`config.mk`:
```
export PLATFORM = sky130hd
export DESIGN_NAME = mem_stage
export DESIGN_NICKNAME = d
export VERILOG_FILES = /design/src/rtl/mem_stage.sv
export SDC_FILE = /design/constraint.sdc
export NUM_CORES = 1
export LEC_CHECK = 0
export BUFFER_PORTS_ARGS = -buffer_cell sky130_fd_sc_hd__buf_2
export CORE_UTILIZATION = 40
export CTS_CLUSTER_DIAMETER = 100
export DETAILED_ROUTE_END_ITERATION = 10
export GPL_ROUTABILITY_DRIVEN = 0
export PLACE_DENSITY = 0.77
export SLEW_MARGIN = 20
export SYNTH_ARGS = -nofsm -noshare
export SYNTH_HDL_FRONTEND = slang
export SYNTH_SLANG_ARGS = --single-unit
```
`constraint.sdc`:
```
create_clock -name clk -period 4.4 [get_ports clk]
set_clock_uncertainty 0.15 [all_clocks]
set_input_delay 0.66 -clock clk [delete_from_list [all_inputs] [get_ports clk]]
set_output_delay 0.66 -clock clk [all_outputs]
set_load 0.02 [all_outputs]
```
`src/rtl/mem_stage.sv`:
```
// mem_stage: LoongArch MEM stage between EX and WB.
// Holds one instruction from EX, waits for the data-SRAM response of loads and
// stores, aligns/extends load data and hands the result to WB. Bypass and hazard
// information goes back to ID, exception/ertn status back to EX.
//
// Handshake: a transfer EX->MEM happens on a rising edge where ex_to_mem_valid and
// mem_allowin are both high; MEM->WB happens where mem_to_wb_valid and wb_allowin
// are both high. A valid is never qualified by its own ready.
//
// Every SRAM request accepted in EX owes exactly one data_ok, and responses come
// back in order. outst_cnt counts responses still owed. On a flush, every owed
// response belongs to a killed instruction, so discard_cnt is loaded with that
// number and the matching data_ok pulses are swallowed without effect.
module mem_stage #(
   parameter int MAX_OUTST = 2,
   localparam int CW = $clog2(MAX_OUTST + 1)
) (
   input  logic          clk,
   input  logic          resetn,
   input  logic          flush,

   input  logic          ex_to_mem_valid,
   output logic          mem_allowin,
   input  logic [31:0]   ex_pc,
   input  logic [31:0]   ex_result,
   input  logic          ex_rf_we,
   input  logic [4:0]    ex_rf_waddr,
   input  logic          ex_res_from_mem,
   input  logic [2:0]    ex_ld_op,
   input  logic [1:0]    ex_addr_lo,
   input  logic          ex_mem_req,
   input  logic          ex_excep_en,
   input  logic          ex_ertn,

   input  logic          req_accepted,
   input  logic          data_sram_data_ok,
   input  logic [31:0]   data_sram_rdata,

   input  logic          wb_allowin,
   output logic          mem_to_wb_valid,
   output logic [31:0]   mem_pc,
   output logic [31:0]   mem_final_result,
   output logic          mem_rf_we,
   output logic [4:0]    mem_rf_waddr,
   output logic          mem_excep_en,
   output logic [1:0]    mem_to_ex_bus,
   output logic [38:0]   mem_to_id_bus,

   output logic [CW-1:0] dbg_outst_cnt,
   output logic [CW-1:0] dbg_discard_cnt,
   output logic          dbg_rbuf_valid
);

   // ------------------------------------------------------------------
   // Stage state
   // ------------------------------------------------------------------
   logic          mem_valid;
   logic [31:0]   pc_q;
   logic [31:0]   result_q;
   logic          rf_we_q;
   logic [4:0]    rf_waddr_q;
   logic          res_from_mem_q;
   logic [2:0]    ld_op_q;
   logic [1:0]    addr_lo_q;
   logic          mem_req_q;
   logic          excep_en_q;
   logic          ertn_q;

   logic [CW-1:0] outst_cnt;
   logic [CW-1:0] outst_next;
   logic [CW-1:0] discard_cnt;
   logic          discard_idle;

   logic          rbuf_valid;
   logic [31:0]   rbuf;

   logic          data_ok_eff;
   logic          ready_go;
   logic          leave;
   logic          load_pending;

   logic [31:0]   rdata_src;
   logic [31:0]   shifted;
   logic [31:0]   load_data;

   // ------------------------------------------------------------------
   // Handshake
   // ------------------------------------------------------------------
   assign discard_idle    = (discard_cnt == '0);
   // A response is ours only when no killed instruction is still owed one.
   assign data_ok_eff     = data_sram_data_ok & discard_idle;
   assign ready_go        = ~mem_req_q | data_ok_eff | rbuf_valid;
   assign mem_allowin     = ~mem_valid | (ready_go & wb_allowin);
   assign mem_to_wb_valid = mem_valid & ready_go & ~flush;
   assign leave           = mem_valid & ready_go & wb_allowin;

   // Stage valid: flush kills the occupant, otherwise refill whenever allowed.
   always_ff @(posedge clk) begin
      if (!resetn) begin
         mem_valid <= 1'b0;
      end else if (flush) begin
         mem_valid <= 1'b0;
      end else if (mem_allowin) begin
         mem_valid <= ex_to_mem_valid;
      end
   end

   // Latch the EX payload on each EX->MEM transfer.
   always_ff @(posedge clk) begin
      if (!resetn) begin
         pc_q           <= 32'h0;
         result_q       <= 32'h0;
         rf_we_q        <= 1'b0;
         rf_waddr_q     <= 5'h0;
         res_from_mem_q <= 1'b0;
         ld_op_q        <= 3'h0;
         addr_lo_q      <= 2'h0;
         mem_req_q      <= 1'b0;
         excep_en_q     <= 1'b0;
         ertn_q         <= 1'b0;
      end else if (ex_to_mem_valid & mem_allowin) begin
         pc_q           <= ex_pc;
         result_q       <= ex_result;
         rf_we_q        <= ex_rf_we;
         rf_waddr_q     <= ex_rf_waddr;
         res_from_mem_q <= ex_res_from_mem;
         ld_op_q        <= ex_ld_op;
         addr_lo_q      <= ex_addr_lo;
         mem_req_q      <= ex_mem_req;
         excep_en_q     <= ex_excep_en;
         ertn_q         <= ex_ertn;
      end
   end

   // ------------------------------------------------------------------
   // Response buffer: the SRAM presents rdata for one cycle only, so a
   // response that arrives while WB is stalled is kept here until the
   // instruction moves on.
   // ------------------------------------------------------------------
   // Capture a live response when WB cannot take it; drop on leave or flush.
   always_ff @(posedge clk) begin
      if (!resetn) begin
         rbuf_valid <= 1'b0;
         rbuf       <= 32'h0;
      end else if (flush | leave) begin
         rbuf_valid <= 1'b0;
      end else if (data_ok_eff & mem_valid & ~wb_allowin) begin
         rbuf_valid <= 1'b1;
         rbuf       <= data_sram_rdata;
      end
   end

   // ------------------------------------------------------------------
   // Outstanding / discard bookkeeping
   // ------------------------------------------------------------------
   // Accept and response in the same cycle cancel; the caller keeps the
   // true count within 0..MAX_OUTST, so modular arithmetic is exact.
   assign outst_next = outst_cnt + CW'(req_accepted) - CW'(data_sram_data_ok);

   // Count responses still owed by the SRAM.
   always_ff @(posedge clk) begin
      if (!resetn) begin
         outst_cnt <= '0;
      end else begin
         outst_cnt <= outst_next;
      end
   end

   // On flush, everything still owed after this cycle belongs to killed
   // instructions; swallow that many responses afterwards.
   always_ff @(posedge clk) begin
      if (!resetn) begin
         discard_cnt <= '0;
      end else if (flush) begin
         discard_cnt <= outst_next;
      end else if (data_sram_data_ok & ~discard_idle) begin
         discard_cnt <= discard_cnt - CW'(1);
      end
   end

   // ------------------------------------------------------------------
   // Load alignment and result select
   // ------------------------------------------------------------------
   assign rdata_src = rbuf_valid ? rbuf : data_sram_rdata;
   assign shifted   = rdata_src >> {addr_lo_q, 3'b000};

   // Extract byte/half/word; ld_op is {b, h, u}.
   always_comb begin
      load_data = rdata_src;
      if (ld_op_q[2]) begin
         load_data = {{24{~ld_op_q[0] & shifted[7]}}, shifted[7:0]};
      end else if (ld_op_q[1]) begin
         load_data = {{16{~ld_op_q[0] & shifted[15]}}, shifted[15:0]};
      end
   end

   // A faulting load carries no request and forwards its bad address.
   assign mem_final_result = (res_from_mem_q & ~excep_en_q) ? load_data : result_q;

   // ID must stall on a consumer while the load value is not yet known.
   assign load_pending = mem_valid & res_from_mem_q & ~ready_go;

   // ------------------------------------------------------------------
   // Outputs
   // ------------------------------------------------------------------
   assign mem_pc        = pc_q;
   assign mem_rf_we     = rf_we_q & mem_valid;
   assign mem_rf_waddr  = rf_waddr_q;
   assign mem_excep_en  = excep_en_q & mem_valid;
   assign mem_to_ex_bus = {excep_en_q & mem_valid, ertn_q & mem_valid};
   assign mem_to_id_bus = {load_pending, rf_we_q & mem_valid, rf_waddr_q, mem_final_result};

   assign dbg_outst_cnt   = outst_cnt;
   assign dbg_discard_cnt = discard_cnt;
   assign dbg_rbuf_valid  = rbuf_valid;

endmodule

```
==> run_results.csv <==
group,metric,value,unit
clocking,ctsResizeCount,0,
clocking,clk_pin_slew,0.05,ns
power_and_ir_drop,p_leak,3.46,nW
final_layout,nNetsFinal,950,
yosys,synth_cell_type_count,33,
critical_path,critical-path-top-delay-family,"compound AO/OA/AOI/OAI gates",
final_layout,fill_cells,1387,
route,drc,0,
power_and_ir_drop,power_frac_seq,0.367,
route,viasPerCell,4.97,
global_routing,antenna_found_initial,2,
critical_path,setup.worst_path.end_class,"output port",
die,dieWidth,125,microns
power_and_ir_drop,peakVddDrop,0.264,mV
critical_path,crit_required,3.59,ns
power_and_ir_drop,combPwrFrac,0.194,
run,cap_viol_max_count,0,
power_and_ir_drop,p_sw_frac,0.279,
critical_path,cp.arrival,2.95,ns
critical_path,critPathSlowestCell,"dfxtp_2",
clocking,clk_path_buf_depth,2,
timing,fmaxAchievable,266,MHz
timing,fin_crit,3.76,ns
final_layout,final_common_cell,"buf_2",
clocking,htreeDepth,4,
clocking,cts_tree,"built",
critical_path,path_cells,"mux2i_1 -> mux4_2 -> o21ai_4 -> o21bai_4 -> o22a_1 -> buf_2",
die,initial_core_util,0.412,
clocking,cts_root_buf,"clkbuf_16",
timing,finalSetupTns,0,ns
yosys,synth-async-reset-ratio,0,
die,rows,44,
power_and_ir_drop,clkPwrFrac,0.439,
yosys,synth_area,6020,sq um
die,fp.dieH,125,microns
route,wirelength,16000,microns
placement,place_ws,1.10,ns
yosys,synthCells,654,
critical_path,cpPeakStageDelay,0.69,ns
yosys,ys_ff_latch,117,
yosys,synth_edf_count,0,
placement,port_buffers,236,
critical_path,cp_num_buf_inv,1,
final_layout,syn_to_final_growth,26.3,%
route,drt_iter0_drc,230,
global_routing,grt.total_usage,0.205,
critical_path,startpoint_type,"flop",
timing,hold_ws,0.313,ns
clocking,post_cts_buffers,0,
global_routing,grt_overflow,0,
yosys,syn_nets,775,
global_routing,grt_max_degree,80,
status,status,"finished, final reports clean",
die,pin_count,237,
global_routing,grt_pass1_vias,4764,
route,wl_per_cell,15.6,microns
clocking,cts_hold_buf,0,
die,dieArea,15500,sq um
final_layout,drive_above_1_share,0.353,
power_and_ir_drop,power_switching,0.877,mW
timing,finalHoldViolations,0,
timing,grt_setup_unrepaired,"false",
timing,relSlewSlack,0.583,
route,first_pass_iters,5,
yosys,syn_area_per_cell,9.20,sq um
yosys,ys_seq_area_frac,0.389,
critical_path,crit_type,"flop to output port",
min_path,hold_class,"flop to flop",
timing,tightest_slew,0.626,ns
timing,min_period_over_period,0.854,
clocking,cts_made_buffers,17,
timing,finalSetupViolCount,0,
yosys,synthFlopType,"dfxtp_1",
placement,dpl.hpwl,11500,microns
clocking,clock_latency,0.41,ns
die,core,14600,sq um
yosys,yosys_warnings,0,
clocking,clock_sinks,117,
global_routing,grt_pass1_wl,25000,microns
timing,slew_violations,0,
final_layout,final_cell_mix,"buf_2 (236), dfxtp_1 (116), mux2i_1 (105)",
critical_path,cp_max_fo,22,
route,ant_nets,0,
power_and_ir_drop,p_per_area,414,nW/um^2
timing,worst_slack,0.641,ns
route,via_count,5111,
power_and_ir_drop,internal_power,2.27,mW
==> power by group through the flow <==
| stage | Sequential, mW | Combinational [mW] | Clock (mW) |
|---|---|---|---|
| 4_1_cts | 1.16 | 0.612 | 1.41 |
| 3_3_place_gp | 1.18 | 0.602 | 0 |
| 2_1_floorplan | 1.20 | 0.421 | 0 |
| 3_5_place_dp | 1.18 | 0.611 | 0 |
| 6_report | 1.16 | 0.610 | 1.38 |
| 5_1_grt | 1.16 | 0.657 | 1.46 |
==> worst min-delay path, cell delays in order (launching register included) <==
cell      delay [ns]
dfxtp_1         0.30
nand2_1         0.05
a21boi_0        0.06
==> logic make-up (layout without fill, tap and decap cells) <==
| group | count (synthesis) | after routing | share of synthesized area |
|---|---|---|---|
| AO/OA/AOI/OAI | 112 | 112 | 0.135 |
| adder cells (fa/ha/maj) | 3 | 3 | 0.00624 |
| buffers and inverters | 92 | 280 | 0.0878 |
| XOR/XNOR | 3 | 3 | 0.00437 |
| multiplexers | 122 | 122 | 0.208 |
| flip-flops | 117 | 117 | 0.389 |
| AND/OR/NAND/NOR | 205 | 205 | 0.169 |
| other | 0 | 2 | 0 |
==> synthesized netlist by cell type (all sizes together), types with 2 or more instances <==
library cell,count,area [sq um]
inv,5,18.8
mux2,16,180
mux2i,105,1050
ha,3,37.5
o2bb2ai,2,17.5
nand2b,5,31.3
nor2b,81,507
o21ai,5,36.3
o22a,24,210
a22oi,7,52.6
dfxtp,117,2340
a21oi,17,85.1
nor2,37,139
a21boi,33,248
and2,7,43.8
nand2,70,263
o22ai,21,131
buf,55,389
a211oi,2,15.0
clkbuf,32,120
xnor2,3,26.3
==> metrics by stage <==
| stage | util | power [mW] | instances | area, sq um |
|---|---|---|---|---|
| 3_3_place_gp | 0.480 | 1.78 | 994 | 7010 |
| 5_1_grt | 0.521 | 3.28 | 1027 | 7600 |
| 3_5_place_dp | 0.480 | 1.79 | 994 | 7010 |
| 2_1_floorplan | - | 1.62 | 654 | 6020 |
| 6_report | 0.521 | 3.15 | 1028 | 7600 |
| 4_1_cts | 0.520 | 3.18 | 1026 | 7590 |
==> final timing paths <==
path / from / end / slack, ns / cells after the start
max reg2reg: dbg_rbuf_valid / result_q[27] / 2.03 / 6
min reg2reg: rbuf[6] / rbuf[6] / 0.31 / 2
min: rbuf[6] / rbuf[6] / 0.31 / 2
max: dbg_rbuf_valid / mem_final_result[22] / 0.64 / 6
==> routing by layer <==
metal / global-route usage / vias up / wire length [microns]
met2: 0.339 / 216 / 7550
met4: 0.0723 / 2 / 248
li1: - / 2550 / -
met3: 0.0636 / 21 / 1040
met5: 0 / - / 13
met1: 0.252 / 2322 / 7180
==> cell type report <==
type / count / area (sq um) / share of cell area
Clock buffer: 21 / 450 / 0.0593
Timing Repair Buffer: 243 / 1250 / 0.164
Clock inverter: 11 / 133 / 0.0175
Antenna cell: 2 / 5.00 / 0.000659
Multi-Input combinational cell: 445 / 3170 / 0.417
Tap cell: 184 / 230 / 0.0303
Sequential cell: 117 / 2340 / 0.308
Inverter: 5 / 18.8 / 0.00247
==> sequential cells by signal, summed over array words and instances (netlist names), 2 cells and up <==
name             count
mem_rf_waddr         5
result_q            32
dbg_outst_cnt        2
ld_op_q              3
dbg_discard_cnt      2
rbuf                32
addr_lo_q            2
mem_pc              32
(Power assumes the default switching activity.)
